==> config.mk <==
export PLATFORM = sky130hd
export DESIGN_NAME = inv_mixcol_seq
export DESIGN_NICKNAME = d
export VERILOG_FILES = /design/src/rtl/aes_pkg.sv /design/src/rtl/inv_mixcolum.sv /design/src/rtl/inv_mixcol_seq.sv
export SDC_FILE = /design/constraint.sdc
export NUM_CORES = 1
export LEC_CHECK = 0
export BUFFER_PORTS_ARGS = -buffer_cell sky130_fd_sc_hd__clkbuf_2
export CORE_MARGIN = 5
export CORE_UTILIZATION = 45
export DETAILED_ROUTE_END_ITERATION = 8
export GPL_ROUTABILITY_DRIVEN = 0
export PLACE_DENSITY = 0.68
export SYNTH_ARGS = -nofsm -noshare
export SYNTH_HDL_FRONTEND = slang
export SYNTH_SLANG_ARGS = --single-unit
==> constraint.sdc <==
create_clock -name clk -period 9.7 [get_ports clk]
set_input_delay 1.455 -clock clk [delete_from_list [all_inputs] [get_ports clk]]
set_output_delay 1.455 -clock clk [all_outputs]
set_load 0.05 [all_outputs]
==> src/rtl/aes_pkg.sv <==
// Shared AES definitions for the InvMixColumns sequencer.
//   - seq_state_e : sequencer states (IDLE / RUN / DONE), 2-bit encoding
//   - AES_STATE_W, AES_COL_W, AES_NCOL : state, column and column-count sizes
//   - aes_col_get : extract column c of a state; column 0 occupies the MSBs
package aes_pkg;

  localparam int AES_STATE_W = 128;
  localparam int AES_COL_W   = 32;
  localparam int AES_NCOL    = 4;

  typedef enum logic [1:0] {
    IDLE = 2'd0,
    RUN  = 2'd1,
    DONE = 2'd2
  } seq_state_e;

  // Column c lives at bits [127-32c -: 32], row 0 in the column's top byte.
  function automatic logic [AES_COL_W-1:0] aes_col_get(input logic [AES_STATE_W-1:0] s,
                                                       input logic [1:0]             c);
    return s[AES_STATE_W-1-AES_COL_W*int'(c) -: AES_COL_W];
  endfunction

endpackage

==> src/rtl/inv_mixcolum.sv <==
// Combinational InvMixColumns for one 32-bit AES column.
//   in  : input column, row 0 in bits [31:24]
//   out : column multiplied by the inverse MixColumns matrix
//         rows {0e 0b 0d 09} rotated right by one per output row
module inv_mixcolum (
  input  logic [31:0] in,
  output logic [31:0] out
);

  // Multiply by x in GF(2^8) modulo x^8+x^4+x^3+x+1.
  function automatic logic [7:0] xtime(input logic [7:0] a);
    return {a[6:0], 1'b0} ^ (a[7] ? 8'h1b : 8'h00);
  endfunction

  // Products by 09/0b/0d/0e assembled from doublings.
  function automatic logic [31:0] mul_set(input logic [7:0] a);
    logic [7:0] x2, x4, x8;
    x2 = xtime(a);
    x4 = xtime(x2);
    x8 = xtime(x4);
    // packed as {09, 0b, 0d, 0e}
    return {x8 ^ a, x8 ^ x2 ^ a, x8 ^ x4 ^ a, x8 ^ x4 ^ x2};
  endfunction

  logic [7:0]  a0, a1, a2, a3;
  logic [31:0] m0, m1, m2, m3;

  assign {a0, a1, a2, a3} = in;
  assign m0 = mul_set(a0);
  assign m1 = mul_set(a1);
  assign m2 = mul_set(a2);
  assign m3 = mul_set(a3);

  // m[31:24]=09, m[23:16]=0b, m[15:8]=0d, m[7:0]=0e
  assign out[31:24] = m0[7:0]   ^ m1[23:16] ^ m2[15:8]  ^ m3[31:24];
  assign out[23:16] = m0[31:24] ^ m1[7:0]   ^ m2[23:16] ^ m3[15:8];
  assign out[15:8]  = m0[15:8]  ^ m1[31:24] ^ m2[7:0]   ^ m3[23:16];
  assign out[7:0]   = m0[23:16] ^ m1[15:8]  ^ m2[31:24] ^ m3[7:0];

endmodule

==> src/rtl/inv_mixcol_seq.sv <==
// AES-128 InvMixColumns sequencer: accepts a 128-bit state, runs its four
// columns through one shared inv_mixcolum instance (one column per clock,
// written back in place), then offers the result downstream.
//   clk, rst (async, active-high)
//   in_valid / in_ready / in_state / in_bypass : input handshake; bypass skips
//                                                the column pass (final round)
//   out_valid / out_ready / out_state          : result handshake
//   busy                                       : high while RUN or DONE
module inv_mixcol_seq
  import aes_pkg::*;
#(
  parameter int NCOL = AES_NCOL
) (
  input  logic                   clk,
  input  logic                   rst,
  input  logic                   in_valid,
  output logic                   in_ready,
  input  logic [AES_STATE_W-1:0] in_state,
  input  logic                   in_bypass,
  output logic                   out_valid,
  input  logic                   out_ready,
  output logic [AES_STATE_W-1:0] out_state,
  output logic                   busy
);

  localparam logic [1:0] LAST_COL = 2'(NCOL - 1);

  seq_state_e             state_q, state_d;
  logic [1:0]             col_q, col_d;
  logic [AES_STATE_W-1:0] work_q, work_d;
  logic [NCOL-1:0]        wen;
  logic [AES_COL_W-1:0]   col_sel, col_res;

  assign col_sel = aes_col_get(work_q, col_q);

  inv_mixcolum u_col (
    .in  (col_sel),
    .out (col_res)
  );

  always_comb begin
    state_d = state_q;
    col_d   = col_q;
    work_d  = work_q;
    wen     = '0;
    case (state_q)
      IDLE: begin
        if (in_valid) begin
          work_d  = in_state;
          col_d   = 2'd0;
          state_d = in_bypass ? DONE : RUN;
        end
      end
      RUN: begin
        wen[col_q] = 1'b1;
        col_d      = col_q + 2'd1;
        if (col_q == LAST_COL) state_d = DONE;
      end
      DONE: begin
        if (out_ready) state_d = IDLE;
      end
      default: state_d = IDLE;
    endcase
    // In-place write-back; columns not yet visited still hold the input.
    for (int c = 0; c < NCOL; c++) begin
      if (wen[c]) work_d[AES_STATE_W-1-AES_COL_W*c -: AES_COL_W] = col_res;
    end
  end

  always_ff @(posedge clk or posedge rst) begin
    if (rst) begin
      state_q <= IDLE;
      col_q   <= 2'd0;
      work_q  <= '0;
    end else begin
      state_q <= state_d;
      col_q   <= col_d;
      work_q  <= work_d;
    end
  end

  assign in_ready  = (state_q == IDLE);
  assign out_valid = (state_q == DONE);
  assign busy      = (state_q == RUN) || (state_q == DONE);
  assign out_state = work_q;

endmodule

; After elaboration in Yosys (flattened, before gate mapping)
; Index checks and enable logic that the tools add are counted.
; Widths: inputs -> output; s select.
[classes]
add_sub_neg = 2
n_lt_le_gt_ge = 2
eq_ne = 6
shifts = 1
n_mux = 28
bitwise_logic = 48
reduce_logical = 18
[op_table]
columns = cell, n
row1 = $xor 8x8->8, 48
row2 = $mux 128, 2
row3 = $shiftx 159x8->32, 1
row4 = $mux 32, 4
row5 = $mux 5, 12
row6 = $reduce_bool 2->1, 9
row7 = $mux 2, 5
row8 = $reduce_and 2->1, 5
row9 = $sub 7x7->8 const A, 1
row10 = $pmux 2 s3, 1
row11 = $eq 2x2->1 const B, 2
row12 = $mux 4, 1
row13 = $ne 2x2->1 const B, 2
row14 = $pmux 2 s2, 1
row15 = $lt 2x3->1 const B, 1
row16 = $reduce_and 3->1, 1
row17 = $add 2x1->2 const B, 1
row18 = $demux 1 s2, 1
row19 = $eq 2x1->1 const B, 1
row20 = $ge 2x1->1 const B, 1
row21 = $logic_not 2->1, 1
row22 = $ne 2x1->1 const B, 1
row23 = $logic_and 1x1->1, 1
row24 = $logic_or 1x1->1, 1
row25 = $mux 1, 1
[word_totals]
reg_bits = 132
in_bits = 133

; Longest topological paths before layout
; Gate-level depths: netlist (run 1).
[depth]
word_depth = 14
mapped_depth = 10

; Hierarchy
; From an unflattened synthesis (run 1), not the netlist that was laid out.
[hier_totals]
hier_cells = 835
hier_area_um2 = 9325.2
[by_module_without_submodules]
columns = mod, n_inst, cells_each, area_per_inst_um2
row1 = inv_mixcol_seq, 1, 631, 7036.7
row2 = inv_mixcolum, 1, 204, 2288.4

; Worst setup path after synthesis (run 1)
; No wires, ideal clock.
[synth_timing]
path_type = input-to-reg
start = input port in_valid
end = register work_q[101], in the netlist out_state[101]
setup_ns = 0.137
arrival_ns = 2.956
path_slack_ns = 6.607
stages = 6
cell_sequence = nand2_1 clkbuf_1 clkbuf_1 clkbuf_1 mux2i_1 a21oi_1
[synth_via]
elab_chain_len = 2
[synth_rtl]
columns = element, line_no
row1 = start: declaration, inv_mixcol_seq.sv:16  ; input logic in_valid,
row2 = $reduce_bool 2->1 (no source line), -
row3 = $reduce_and 2->1 (no source line), -
row4 = end signal: assignment, inv_mixcol_seq.sv:78  ; work_q <= work_d;
row5 = end: declaration, inv_mixcol_seq.sv:30  ; logic [AES_STATE_W-1:0] work_q, work_d;
; Every way passes these cells.
; A chain may end at the register's enable or synchronous reset.

; Worst setup path after layout (run 1)
[layout_timing]
start = register col_q[1]
end = register work_q[92], in the netlist out_state[92]
[layout_via]
elab_chain_len = 12
[layout_rtl]
columns = element, line_no
row1 = start: declaration, inv_mixcol_seq.sv:29  ; logic [1:0] col_q, col_d;
row2 = start signal: assignment, inv_mixcol_seq.sv:77  ; col_q <= col_d;
row3 = $sub 7x7->8, aes_pkg.sv:20  ; return s[AES_STATE_W-1-AES_COL_W*int'(c) -: AES_COL_W];
row4 = $shiftx 159x8->32, aes_pkg.sv:20
row5 = $xor 8x8->8, inv_mixcolum.sv:12  ; return {a[6:0], 1'b0} ^ (a[7] ? 8'h1b : 8'h00);
row6 = $mux 5 or $xor 8x8->8 (tied branches), inv_mixcolum.sv:12
row7 = $xor 8x8->8 or $mux 5 (tied branches), inv_mixcolum.sv:12
row8 = $xor 8x8->8, inv_mixcolum.sv:12
row9 = $xor 8x8->8 (2 in series), inv_mixcolum.sv:22  ; return {x8 ^ a, x8 ^ x2 ^ a, x8 ^ x4 ^ a, x8 ^ x4 ^ x2};
row10 = $xor 8x8->8 (3 in series), inv_mixcolum.sv:35  ; assign out[31:24] = m0[7:0] ^ m1[23:16] ^ m2[15:8] ^ m3[31:24];
row11 = $mux 32, inv_mixcol_seq.sv:66  ; if (wen[c]) work_d[AES_STATE_W-1-AES_COL_W*c -: AES_COL_W] = col_res;
; Several ways; a longest one is shown, not always the timed one.

==> results.toml, run 1 <==
[outcome]
status = "complete, no violations"

[setup_path]
cp.arrival_ns = 4.32
critPathKind = "register to register"
r2r-end = "out_state[92]"
reg2reg_slack_ns = 5.66
worst_setup_path_start_kind = "register"
cp.required_ns = 9.98
crit_fanout = 19
rr_worst_depth = 7
worstSetupEndpointType = "register"
r2r_start = "col_q[1]"

[sta]
min_period_over_period_pct = 41.6
timing.fmax_ghz = 0.248
tightest_slew_ns = 0.955
rsz0062_at_grt = "false"
post-route-min-period_ns = 4.04
hold_viol = 0
relSlewSlack_pct = 36.3
setup_violations = 0
finClkSkew_ns = 0.00964
finalMaxSlewViolations = 0
setup_tns_ns = 0

[cells_and_area]
fin_area_um2 = 11400
diodes = 0
postLayoutCoreUtil_pct = 55.8
finalNetCount = 1208
synthToLayoutAreaGrowth_pct = 21.5
layout-drive-gt1-share_pct = 35.8

[grt]
grt_antenna_before_repair = 1
grt_max_degree = 75
overflow = 0
grt_pass1_wl_um = 44000
grt_use_total_pct = 23.7
grt_pass1_vias = 7660

[logic_synthesis]
avgSynthCellArea_um2 = 11.1
synthDistinctLibCells = 34
synth_area_um2 = 9360
synth_cells = 840
synth_edf_count = 0
ys_warn_count = 0
ys_ff_latch = 132
synth_area_leaders = "dfrtp_1 35%, xnor3_1 9.1%, xnor2_1 7.0%"
syn-num-nets = 980
synth_common_cells = "132 x dfrtp_1, 79 x nand2_1, 75 x xnor2_1"
async_flop_share_pct = 100
synth.most_common_cell = "dfrtp_1"
yosysTopAreaCell = "dfrtp_1"
synth-main-ff-cell = "dfrtp_1"
synth_top_area_share_pct = 35.3
ys_seq_area_share_pct = 35.3

[detailed_routing]
vias = 7378
viasPerCell = 5.46
firstDrtPassIters = 4
drt_wl_total_um = 28400
drtIter0Drc = 436
ant_nets = 0
drc = 0
drt-wirelength-per-cell_um = 21.0

[cts]
postCtsSetupBuffers = 0
clk_latency_ns = 0.43
cts_sinks = 132
cts_tree = "yes"
cts_hold_buffers = 0
clk_path_buf_depth = 2
cts-buffers-inserted = 17
cts.repair.resized = 0
cts-root-buf = "clkbuf_16"
h-tree-depth = 4
clk_pin_slew_ns = 0.06

[place]
port_buffers = 263
placed_cell_area_um2 = 10800
hpwlAfterDp_um = 21300

[worst_hold_path]
hold_depth = 2
hold_start = "col_q[0]"
min_to = "col_q[0]"
hold_class = "register to register"

[floorplanning]
std_cell_rows = 52
coreArea_um2 = 20400
dieArea_um2 = 23800
start_util_pct = 45.9
die_y_um = 154
die_w_um = 154
ioPinCount = 264

[run]
max_cap_viol_count = 0
routing by layer:
| layer | up-vias | global-route usage [%] | share of wire (%) |
|---|---|---|---|
| li1 | 3412 | - | - |
| met1 | 3637 | 31.9 | 42 |
| met2 | 289 | 39.8 | 50 |
| met3 | 38 | 4.92 | 6.2 |
| met4 | 2 | 5.55 | 1.7 |
| met5 | - | 0 | 0.039 |
worst max-delay path by stage:
stage | endpoint | from | slack (ns)
final | out_state[92] | col_q[1] | 5.66
after global routing | out_state[92] | col_q[1] | 5.42
after CTS | out_state[92] | col_q[1] | 5.63
after detailed placement | out_state[59] | in_valid | 5.51
after global placement | out_state[59] | in_valid | 5.57
after floorplan | col_q[0] | rst | 4.72
sequential cells by signal, summed over array words and instances (netlist names):
signal / cells
state_q: 2
col_q: 2
out_state: 128
layout by cell type (no fill, tap or decap), drive strengths merged, types with 32 or more instances in the layout:
master and n:
nand2 79, a21oi 57, nor2 56, xor2 41, clkbuf 283, mux2 44, xnor2 84, o21ai 47
mux4 32, nand3 57, dfrtp 132, xnor3 40, mux2i 56
through the flow:
step,cells,worst slack (ns),hold WS (ns)
final,1351,5.66,0.568
after floorplan,840,4.72,0.508
after global routing,1351,5.42,0.597
after global placement,1319,5.57,0.534
after detailed placement,1319,5.51,0.552
after CTS,1351,5.63,0.566
critical path, cell delays in order (launching register included):
cell     delay, ns
dfrtp_2       0.77
buf_4         0.45
mux4_1        0.85
xnor3_1       0.52
xnor3_1       0.37
xnor3_1       0.39
xor2_1        0.39
o21ai_0       0.15
cell type report:
cell class	instances	area, um2
well taps	270	338
flip-flops and latches	132	3310
inverters	7	31.3
clock inverters	12	129
fillers	1799	8990
multi-input cells	638	5730
clock buffers	20	457
repair buffers	272	1380
cells by family after synthesis:
logic type,after synthesis,share of synthesized area [%]
AOI/OAI and AO/OA,135,8.09
xor gates and xnor gates,170,23.9
adders and majority gates,7,0.936
buffers and inverters,70,3.66
DFF,132,35.3
muxes,132,19.5
and+or+nand+nor,194,8.61
Power of run 1 is not shown: default switching activity piles up to over one toggle a cycle in this logic, so the estimate is an artifact.
==> run 2: changes to the inputs <==
--- a/config.mk
+++ b/config.mk
@@ -10,7 +10,7 @@
 export CORE_UTILIZATION = 45
 export DETAILED_ROUTE_END_ITERATION = 8
 export GPL_ROUTABILITY_DRIVEN = 0
-export PLACE_DENSITY = 0.68
+export PLACE_DENSITY = 0.7
 export SYNTH_ARGS = -nofsm -noshare
 export SYNTH_HDL_FRONTEND = slang
 export SYNTH_SLANG_ARGS = --single-unit
==> constraint.sdc (replaced) <==
create_clock -name clk -period 3.45 [get_ports clk]
set_input_delay 0.5175 -clock clk [delete_from_list [all_inputs] [get_ports clk]]
set_output_delay 0.5175 -clock clk [all_outputs]
set_load 0.05 [all_outputs]
==> run 2 against run 1 <==
- utilization is 1.6 points higher
- critical path depth stayed put
- non-clock buffer count is 36 higher
- sequential cell count stayed put
- via count hardly changed
- clock skew is 0.00090 ns lower
- count of clock-buffer cells in the layout is 1 higher
- critical path type unchanged
- largest cell class unchanged
==> results.toml, run 2 (same netlist as run 1, synthesis figures left out) <==
[floorplanning]
coreArea_um2 = 20400
die_w_um = 154
ioPinCount = 264
dieArea_um2 = 23800
start_util_pct = 45.9
std_cell_rows = 52
die_y_um = 154

[grt]
grt_use_total_pct = 23.4
grt_max_degree = 73
top_usage_layer = "met2"
grt_util_met1_pct = 31.1
overflow = 0
use_met2_pct = 40.0
grt_pass1_vias = 7697
grt_pass1_wl_um = 43600
met3_usage_pct = 3.97
grt_antenna_before_repair = 0

[place]
placed_cell_area_um2 = 11100
hpwlAfterDp_um = 21800
dp.cells = 1355
port_buffers = 263

[cells_and_area]
final_cells = 1387
largest_register_ffs = 128
seqCellArea_um2 = 3310
finalNetCount = 1244
final_cell_mix = "263 x clkbuf_2, 130 x dfrtp_1, 75 x xnor2_1, 74 x nand2_1"
multi_input_area_um2 = 5720
diodes = 0
fin_area_um2 = 11700
postLayoutCoreUtil_pct = 57.5
synthToLayoutAreaGrowth_pct = 25.1
fill_cells = 1737
layout-drive-gt1-share_pct = 38.0
final_common_cell = "clkbuf_2"

[sta]
min_period_over_period_pct = 95.2
post-route-min-period_ns = 3.28
finalMaxSlewViolations = 0
hold_viol = 0
finClkSkew_ns = 0.00874
relSlewSlack_pct = 52.9
setup_violations = 0
rsz0062_at_grt = "false"
setup_tns_ns = 0
tightest_slew_ns = 0.705
timing.fmax_ghz = 0.305

[cts]
cts_tree = "yes"
clk_latency_ns = 0.42
clk_pin_slew_ns = 0.06
cts-buffers-inserted = 17
postCtsSetupBuffers = 0
cts-root-buf = "clkbuf_16"
cts_sinks = 132
clk_path_buf_depth = 2
h-tree-depth = 4

[setup_path]
cp.required_ns = 3.72
crit_fanout = 17
worstSetupEndpointType = "register"
cp.arrival_ns = 3.56
worst_setup_path_start_kind = "register"
critPathKind = "register to register"

[detailed_routing]
drt_wl_total_um = 28000
vias = 7380
drt-wirelength-per-cell_um = 20.2
viasPerCell = 5.32
drtIter0Drc = 411
drc = 0
firstDrtPassIters = 4
ant_nets = 0

[outcome]
status = "complete, no violations"

[run]
max_cap_viol_count = 0

[worst_hold_path]
hold_class = "input port to asynchronous set/reset pin"
==> run 2: metrics by stage <==
| stage | hold WS, ns | worst slack, ns |
|---|---|---|
| after floorplan | 0.508 | 0.537 |
| after detailed placement | 0.532 | 0.0377 |
| after CTS | 0.0820 | 0.0121 |
| final | 0.0908 | 0.166 |
| after global routing | 0.114 | 0.00828 |
| after global placement | 0.528 | 0.118 |
==> run 2: routing by layer <==
layer	wire, um	share of wire [%]
met5	0	0
met4	455	1.6
met3	1640	5.9
met2	14300	51
met1	11600	42
==> run 2: timing repair <==
item	CTS	global route
setup endpoints to repair	0	64
hold buffers	0	0
gates resized for setup	0	2
==> run 2: critical path, stage by stage, from the launching register on <==
cell and delay [ns]:
dfrtp_4 0.62, buf_12 0.22, mux4_2 0.61, xor2_2 0.35, xnor3_1 0.53, xor2_1 0.26
xor2_1 0.38, o21ai_0 0.14
==> run 2: worst paths after layout <==
path | startpoint | to | slack, ns | cells past startpoint
min in group clk | in_bypass | state_q[0] | 0.40 | 3
worst max-delay path | col_q[1] | out_state[100] | 0.17 | 7
worst min register to register | state_q[1] | state_q[1] | 0.59 | 1
max in group asynchronous | rst | out_state[56] | 2.47 | 3
worst max register to register | col_q[1] | out_state[100] | 0.17 | 7
worst min-delay path | rst | state_q[0] | 0.09 | 2
==> run 2: final cells by class <==
type | instances | share of cell area [%]
Clock inverter | 11 | 0.866
Timing Repair Buffer | 308 | 14.8
Clock buffer | 21 | 4.02
Inverter | 7 | 0.257
Sequential cell | 132 | 28.3
Multi-Input combinational cell | 638 | 48.9
Tap cell | 270 | 2.89
Power of run 2 is left out for the same reason.
==> run 3: changes to the inputs <==
--- a/config.mk
+++ b/config.mk
@@ -6,11 +6,11 @@
 export NUM_CORES = 1
 export LEC_CHECK = 0
 export BUFFER_PORTS_ARGS = -buffer_cell sky130_fd_sc_hd__clkbuf_2
-export CORE_MARGIN = 5
 export CORE_UTILIZATION = 45
 export DETAILED_ROUTE_END_ITERATION = 8
 export GPL_ROUTABILITY_DRIVEN = 0
 export PLACE_DENSITY = 0.7
+export SLEW_MARGIN = 20
 export SYNTH_ARGS = -nofsm -noshare
 export SYNTH_HDL_FRONTEND = slang
 export SYNTH_SLANG_ARGS = --single-unit
==> run 3 against run 2 <==
- fmax rose by 0.68%
- hold slack improved by 0.20 ns
- critical path type unchanged
- first-iteration DRC count rose by 18%
- largest cell class unchanged
- highest routed layer unchanged
- sequential cell count did not move
==> results.toml, run 3 (same netlist as run 1, synthesis figures left out) <==
[cells_and_area]
fill_cells = 1759
layout-drive-gt1-share_pct = 37.7
postLayoutCoreUtil_pct = 57.6
final_common_cell = "clkbuf_2"
finalNetCount = 1239
largest_register_ffs = 128
final_cell_mix = "263 x clkbuf_2, 130 x dfrtp_1, 75 x xnor2_1, 74 x nand2_1"
diodes = 0
synthToLayoutAreaGrowth_pct = 25.0

[setup_path]
crit_fanout = 17
worstSetupEndpointType = "register"
critPathKind = "register to register"
cp.arrival_ns = 3.59
cp.required_ns = 3.78
worst_setup_path_start_kind = "register"

[grt]
grt_util_met1_pct = 35.0
grt_antenna_before_repair = 0
grt_max_degree = 133
use_met2_pct = 43.8
grt_use_total_pct = 26.3
met3_usage_pct = 4.34
overflow = 0
grt_pass1_vias = 7380
top_usage_layer = "met2"
grt_pass1_wl_um = 42400

[cts]
cts_tree = "yes"
clk_latency_ns = 0.42
cts-buffers-inserted = 17
clk_pin_slew_ns = 0.06
cts-root-buf = "clkbuf_16"
h-tree-depth = 4
cts_sinks = 132
clk_path_buf_depth = 2

[worst_hold_path]
hold_class = "input port to asynchronous set/reset pin"

[sta]
hold_slack_ns = 0.295
tightest_slew_ns = 0.744
finalMaxSlewViolations = 0
relSlewSlack_pct = 50.4
timing.fmax_ghz = 0.307
rsz0062_at_grt = "false"
min_period_over_period_pct = 94.5
setup_tns_ns = 0
finClkSkew_ns = 0.0104
setup_violations = 0
post-route-min-period_ns = 3.26
hold_viol = 0

[place]
port_buffers = 263
hpwlAfterDp_um = 20700

[floorplanning]
die_w_um = 146
start_util_pct = 46.1
std_cell_rows = 52
coreArea_um2 = 20300
dieArea_um2 = 21400
ioPinCount = 264
die_y_um = 146

[detailed_routing]
drt_wl_total_um = 27600
firstDrtPassIters = 5
vias = 7470
viasPerCell = 5.41
drtIter0Drc = 483
drc = 0
drt-wirelength-per-cell_um = 20.0
ant_nets = 0

[outcome]
status = "complete, no violations"

[run]
max_cap_viol_count = 0
run 3: cell count changes in the layout (fill, tap and decap cells not counted), sizes merged:
cell,previous run,this run
clkinv,4,6
bufinv,1,4
buf,45,40
clkbuf,284,281
clkinvlp,5,4
inv,8,6
run 3: final cells by class:
type                       instances  area (um2)  area share [%]
multi-input combinational        638        5730            49.0
sequential                       132        3310            28.3
tap                              270         338            2.89
clock inverter                    13         184            1.57
inverter                           7        30.0           0.257
clock buffer                      18         439            3.75
timing repair buffer             303        1670            14.2
run 3: path summary, 6_finish.rpt:
kind | from | end | slack (ns) | cells past startpoint
min in group clk | in_state[42] | out_state[42] | 0.39 | 3
worst max-delay path | col_q[1] | out_state[93] | 0.19 | 7
worst max register to register | col_q[1] | out_state[93] | 0.19 | 7
worst min register to register | state_q[1] | state_q[1] | 0.57 | 1
worst min-delay path | rst | state_q[1] | 0.30 | 3
max in group asynchronous | rst | col_q[0] | 2.61 | 3
run 3: per-layer routing:
layer  routed length (um)  vias up
met5                    0        -
met1                11500     3644
li1                     -     3467
met3                 1760       46
met4                  597        0
met2                13700      313
run 3: worst max-delay path, cell delays in order, from the launching register on:
cell and delay, ns:
dfrtp_2 0.44, buf_12 0.20, mux4_2 0.67, xnor2_1 0.30, xnor3_2 0.56, xnor2_1 0.42, xnor3_1 0.34, o21ai_0 0.22
run 3: what timing repair did:
| item | CTS | global route |
|---|---|---|
| gates resized for setup | 0 | 1 |
| hold buffers | 0 | 0 |
| hold endpoints to repair | 0 | 0 |
| endpoints found under the setup margin | 0 | 3 |
| buffers inserted | 0 | 1 |
run 3: per-stage QoR:
stage / setup slack, ns / cell area (um2) / instances
after CTS: 0.0992 / 11700 / 1380
final: 0.188 / 11700 / 1381
after global routing: 0.100 / 11700 / 1381
after global placement: 0.194 / 11000 / 1349
after detailed placement: 0.0984 / 11000 / 1349
after floorplan: 0.537 / 9360 / 840
Power of run 3 is left out for the same reason.
